==> src/rtl/pipe_pkg.sv <==
// Shared pipeline definitions: ID_ctrl field layout and common control constants.
package pipe_pkg;

  localparam int CTRL_W = 14;

  // Field positions inside the packed decoder bundle, MSB first
  localparam int CTRL_ALUSRC_B    = 13;
  localparam int CTRL_MEMTOREG_HI = 12;
  localparam int CTRL_MEMTOREG_LO = 11;
  localparam int CTRL_JUMP_HI     = 10;
  localparam int CTRL_JUMP_LO     = 9;
  localparam int CTRL_BRANCH      = 8;
  localparam int CTRL_BRANCHN     = 7;
  localparam int CTRL_REGWRITE    = 6;
  localparam int CTRL_MEMRW       = 5;
  localparam int CTRL_ALU_HI      = 4;
  localparam int CTRL_ALU_LO      = 1;
  localparam int CTRL_ILL_INSTR   = 0;

  localparam logic [1:0]        MEMTOREG_LOAD = 2'b01;
  localparam logic [CTRL_W-1:0] CTRL_NOP      = '0;

  function automatic logic [1:0] ctrl_memtoreg(input logic [CTRL_W-1:0] ctrl);
    return ctrl[CTRL_MEMTOREG_HI:CTRL_MEMTOREG_LO];
  endfunction

endpackage

==> src/rtl/hazard_detect.sv <==
// Combinational load-use hazard detection between the EX load and the ID consumer.
module hazard_detect
  import pipe_pkg::*;
(
  input  logic       ex_valid,
  input  logic [1:0] ex_memtoreg,
  input  logic [4:0] ex_rd,
  input  logic       id_valid,
  input  logic [4:0] id_rs1_addr,
  input  logic [4:0] id_rs2_addr,
  input  logic       id_rs1_used,
  input  logic       id_rs2_used,
  input  logic       flush,
  output logic       hazard,
  output logic       load_use_stall
);

  logic rs1_match;
  logic rs2_match;

  assign rs1_match = id_rs1_used && (id_rs1_addr == ex_rd);
  assign rs2_match = id_rs2_used && (id_rs2_addr == ex_rd);

  assign hazard = ex_valid && (ex_memtoreg == MEMTOREG_LOAD) && (ex_rd != 5'd0)
                  && id_valid && (rs1_match || rs2_match);

  // A flush redirects IF anyway, so the stall must not hold the PC
  assign load_use_stall = hazard && !flush;

endmodule

==> src/rtl/id_ex_stage.sv <==
// ID/EX pipeline register with load-use bubble insertion, flush and external stall.
// Optional bubble counter enabled by defining ID_EX_BUBBLE_CNT_EN.
module id_ex_stage
  import pipe_pkg::*;
(
  input  logic              clk,
  input  logic              rst,
  input  logic              stall_ext,
  input  logic              flush,
  input  logic              ID_valid,
  input  logic [31:0]       ID_PC,
  input  logic [4:0]        ID_rs1_addr,
  input  logic [4:0]        ID_rs2_addr,
  input  logic [4:0]        ID_rd,
  input  logic              ID_Rs1_used,
  input  logic              ID_Rs2_used,
  input  logic [31:0]       ID_rs1_data,
  input  logic [31:0]       ID_rs2_data,
  input  logic [31:0]       ID_imm,
  input  logic [CTRL_W-1:0] ID_ctrl,
  output logic              EX_valid,
  output logic [31:0]       EX_PC,
  output logic [4:0]        EX_rs1_addr,
  output logic [4:0]        EX_rs2_addr,
  output logic [4:0]        EX_rd,
  output logic [31:0]       EX_rs1_data,
  output logic [31:0]       EX_rs2_data,
  output logic [31:0]       EX_imm,
  output logic [CTRL_W-1:0] EX_ctrl,
  output logic              load_use_stall
`ifdef ID_EX_BUBBLE_CNT_EN
  ,
  output logic [31:0]       bubble_cnt
`endif
);

  logic       hazard;
  logic       take_bubble;
  logic [1:0] ex_memtoreg;

  assign ex_memtoreg = ctrl_memtoreg(EX_ctrl);

  hazard_detect u_hazard_detect (
    .ex_valid       (EX_valid),
    .ex_memtoreg    (ex_memtoreg),
    .ex_rd          (EX_rd),
    .id_valid       (ID_valid),
    .id_rs1_addr    (ID_rs1_addr),
    .id_rs2_addr    (ID_rs2_addr),
    .id_rs1_used    (ID_Rs1_used),
    .id_rs2_used    (ID_Rs2_used),
    .flush          (flush),
    .hazard         (hazard),
    .load_use_stall (load_use_stall)
  );

  assign take_bubble = flush || hazard;

  // Priority: reset, external stall (hold everything), bubble, then load
  always_ff @(posedge clk) begin
    if (rst) begin
      EX_valid    <= 1'b0;
      EX_PC       <= '0;
      EX_rs1_addr <= '0;
      EX_rs2_addr <= '0;
      EX_rd       <= '0;
      EX_rs1_data <= '0;
      EX_rs2_data <= '0;
      EX_imm      <= '0;
      EX_ctrl     <= CTRL_NOP;
    end else if (!stall_ext) begin
      if (take_bubble) begin
        EX_valid    <= 1'b0;
        EX_PC       <= '0;
        EX_rs1_addr <= '0;
        EX_rs2_addr <= '0;
        EX_rd       <= '0;
        EX_rs1_data <= '0;
        EX_rs2_data <= '0;
        EX_imm      <= '0;
        EX_ctrl     <= CTRL_NOP;
      end else begin
        EX_valid    <= ID_valid;
        EX_PC       <= ID_PC;
        EX_rs1_addr <= ID_rs1_addr;
        EX_rs2_addr <= ID_rs2_addr;
        EX_rd       <= ID_rd;
        EX_rs1_data <= ID_rs1_data;
        EX_rs2_data <= ID_rs2_data;
        EX_imm      <= ID_imm;
        // An empty slot must never carry write or branch enables
        EX_ctrl     <= ID_valid ? ID_ctrl : CTRL_NOP;
      end
    end
  end

`ifdef ID_EX_BUBBLE_CNT_EN
  always_ff @(posedge clk) begin
    if (rst) begin
      bubble_cnt <= '0;
    end else if (!stall_ext && take_bubble) begin
      bubble_cnt <= bubble_cnt + 32'd1;
    end
  end
`else
  // Without the counter, take_bubble only steers the EX register update.
`endif

endmodule

==> config.mk <==
export PLATFORM = sky130hd
export DESIGN_NAME = id_ex_stage
export DESIGN_NICKNAME = d
export VERILOG_FILES = /design/src/rtl/pipe_pkg.sv /design/src/rtl/hazard_detect.sv /design/src/rtl/id_ex_stage.sv
export SDC_FILE = /design/constraint.sdc
export NUM_CORES = 1
export LEC_CHECK = 0
export ABC_AREA = 1
export CAP_MARGIN = 0
export CORE_MARGIN = 8
export CORE_UTILIZATION = 45
export CTS_BUF_LIST = sky130_fd_sc_hd__clkbuf_4 sky130_fd_sc_hd__clkbuf_8
export DETAILED_ROUTE_END_ITERATION = 16
export PLACE_DENSITY_LB_ADDON = 0.08
export SLEW_MARGIN = 10
export SYNTH_ARGS = -nofsm -noshare
export SYNTH_HDL_FRONTEND = slang
export SYNTH_SLANG_ARGS = --single-unit
==> constraint.sdc <==
create_clock -name clk -period 3.6 [get_ports clk]
set_input_delay 0.72 -clock clk [delete_from_list [all_inputs] [get_ports clk]]
set_output_delay 0.72 -clock clk [all_outputs]
set_load 0.05 [all_outputs]
==> metrics.md <==
| Metric | Value |
|---|---|
| Yosys cell types | `17` |
| Final WL | `23.7 mm` |
| Clock skew | `14.3 ps` |
| Post-Syn Nets | `975` |
| Family with the most delay on the worst path | `buffers and inverters` |
| P_int | `0.00298 W` |
| Area share of xor/xnor cells in the synthesized design | `0` |
| Vias | `6827` |
| Max VDD drop | `0.239 mV` |
| CP max FO | `3` |
| Antenna diodes | `0` |
| Detail Placement HPWL | `15.9 mm` |
| Tmin final | `2870 ps` |
| WP buf/inv | `3` |
| Rows | `43` |
| Antenna Nets Post-Route | `0` |
| Initial core utilization | `0.460` |
| Vias in the first global route | `6529` |
| Max cap viols | `0` |
| Final setup violation count | `0` |
| Non-Filler Instances | `1269` |
| Worst-Skew Late Latency | `450 ps` |
| First-pass GRT wire length | `35.9 mm` |
| Worst Tran Pin Value | `1270 ps` |
| Post CTS Setup Buffer Count | `0` |
| Via density | `5.38` |
| Pwr dens | `415 nW/µm²` |
| Post-synthesis compound-gate area fraction | `0.125` |
| CP Data Arrival Time | `2150 ps` |
| CTS tree | `built` |
| Multiplexer share of the synthesized area | `0` |
| #FFs+latches synth | `158` |
| Die H | `135 µm` |
| Post-CTS Resized | `0` |
| Peak Freq | `349 MHz` |
| Hold Vio Cnt, Final | `0` |
| Simple-Gate Fraction of Synth Area | `0.285` |
| Comb pwr share | `0.192` |
| # IOs | `323` |
| Slew Limit Fails | `0` |
| Largest net degree at the start of global routing | `158` |
| Post-synth design cell area | `6390 µm²` |
| H-Tree Depth | `4` |
| Clk slew on worst S/H paths | `90 ps` |
| Die area | `18300 µm²` |
| Worst path cell trace | `clkdlybuf4s50_1 > inv_1 > nand2_1 > nand2_1 > nor2_1 > nand3_1 > nand2_1 > nand2_4 > nor2_1 > buf_12` |
| Most frequent cells in the layout | `319 x clkdlybuf4s50_1, 190 x nand2_1, 158 x dfxtp_1, 158 x a21oi_1, 157 x nand4_1` |
| Critical path class | `input pin to output port` |
| Post-DR wirelength/cell | `18.7 µm` |
| Fin crit share | `0.797` |
| # clock sinks | `158` |
| Largest family of logic cells by synthesized area | `simple AND/OR/NAND/NOR gates` |
| Slew HR | `0.150` |
| Pre-antenna DRT Iters | `5` |
| Drt drc | `0` |
| Sum Neg Setup Slack | `0 ps` |
| Placed insts | `1237` |
| CTS Hold Bufs | `0` |
| GRT Resource Usage Total | `0.248` |
| RSZ-0062 raised after global routing | `no` |
| Fill cells | `1178` |
| Clock Power Share | `0.359` |
| RD Place Congestion | `0.793` |
| Worst setup SP type | `input pin` |
| Chip width | `135 µm` |
| Worst min path class | `flip-flop to flip-flop` |
| Congestion Overflow GR | `0` |
| Register area share after synthesis | `0.495` |
| CP max-delay cell | `clkdlybuf4s50_1` |
| Critical Path End Type | `output port` |
| Syn Inst Count | `811` |
| Fin nets | `1240` |
| Status | `finished, final reports clean` |
| Core area | `13900 µm²` |
| Layout cells sized above 1 | `0.0468` |
| Seq pwr share | `0.449` |
| Lkg Pwr | `3.55 nW` |
| Area grow syn2layout | `55.3%` |
| Initial antenna violation count | `0` |
| Root buffer cell | `clkbuf_8` |
| Req. time, crit path | `2880 ps` |
| Inserted Clock Buffers | `17` |
| Initial drt markers | `522` |
| Synth Area per Inst | `7.88 µm²` |
| Psw | `0.00114 W` |
| Synth warn | `0` |
| Crit-path most repeated cell | `nand2_1` |
| PortBufs | `322` |
| Commonest non-fill, non-tap cell in the layout | `clkdlybuf4s50_1` |
| Synthesized-area fraction occupied by adder cells | `0` |
| Clock buffer depth | `2` |
| Max stage delay on crit path | `500 ps` |
| Sw Share | `0.277` |
==> routing by layer <==
metal  wire, µm  part of all wire  vias to the layer above  track usage
met5          0                 0                        -            0
met4        790             0.033                        0        0.111
met3       2570              0.11                       44        0.110
met2      11200              0.47                      298        0.399
met1       9110              0.38                     3131        0.277
li1           -                 -                     3354            -
==> per-stage QoR <==
stage                     utilization  cell area [µm²]  setup slack (ps)  hold slack (ps)  total power [W]
final                           0.715             9930               732              460          0.00412
after detailed placement        0.682             9470               744              450          0.00268
after floorplan                     -             6390               816              676          0.00231
after global routing            0.715             9930               617              480          0.00428
after global placement          0.682             9470               779              447          0.00268
after CTS                       0.715             9930               744              465          0.00415
==> state kept, by name, indices dropped and copies added, names as in the netlist <==
signal and count:
EX_valid 1, EX_rs1_data 32, EX_imm 32, EX_PC 32
EX_rs2_data 32, EX_rd 5, EX_ctrl 14, EX_rs1_addr 5
EX_rs2_addr 5
==> tightest hold or removal path: stages (launching register included) <==
cell	delay (ps)
dfxtp_1	320
nand2_1	50
a21oi_1	50
==> synth_stat cells, drive strengths merged <==
cell	count	area (µm²)
nand2	191	724
a21oi	158	791
dfxtp	158	3160
nand4	157	982
clkbuf	52	195
buf	35	302
inv	31	116
nor2	24	92.6
nand3	4	20.0
o21ai	1	5.00
==> power groups by stage <==
stage | sequential [W] | combinational [W] | clock [W]
after floorplan | 0.00211 | 0.000197 | 0
after global placement | 0.00189 | 0.000789 | 0
after detailed placement | 0.00189 | 0.000792 | 0
after CTS | 0.00185 | 0.000796 | 0.00151
after global routing | 0.00186 | 0.000838 | 0.00158
final | 0.00185 | 0.000792 | 0.00148
==> area by class of cell <==
class	count	area, µm²	area share
clock buffers	23	298	0.0300
repair buffers	333	3350	0.337
well taps	180	225	0.0227
flip-flops and latches	158	3160	0.319
multi-input cells	535	2620	0.263
inverters	31	121	0.0122
clock inverters	9	158	0.0159
==> logic make-up (layout without fill, tap and decap cells) <==
kind of cell | after synthesis | in the layout
compound gates | 159 | 159
buf+inv | 118 | 396
flops | 158 | 158
simple gates | 376 | 376
==> path summary, 6_finish.rpt <==
| path | startpoint | endpoint | slack (ps) | cells past startpoint |
|---|---|---|---|---|
| min reg2reg | EX_PC[7]$_SDFFE_PP0N_ | EX_PC[7]$_SDFFE_PP0N_ | 460 | 2 |
| max reg2reg | EX_rd[4]$_SDFFE_PP0N_ | EX_valid$_SDFFE_PP0N_ | 1610 | 9 |
| min | EX_PC[7]$_SDFFE_PP0N_ | EX_PC[7]$_SDFFE_PP0N_ | 460 | 2 |
| max | ID_rs2_addr[4] | load_use_stall | 730 | 10 |
(Power assumes the default switching activity.)
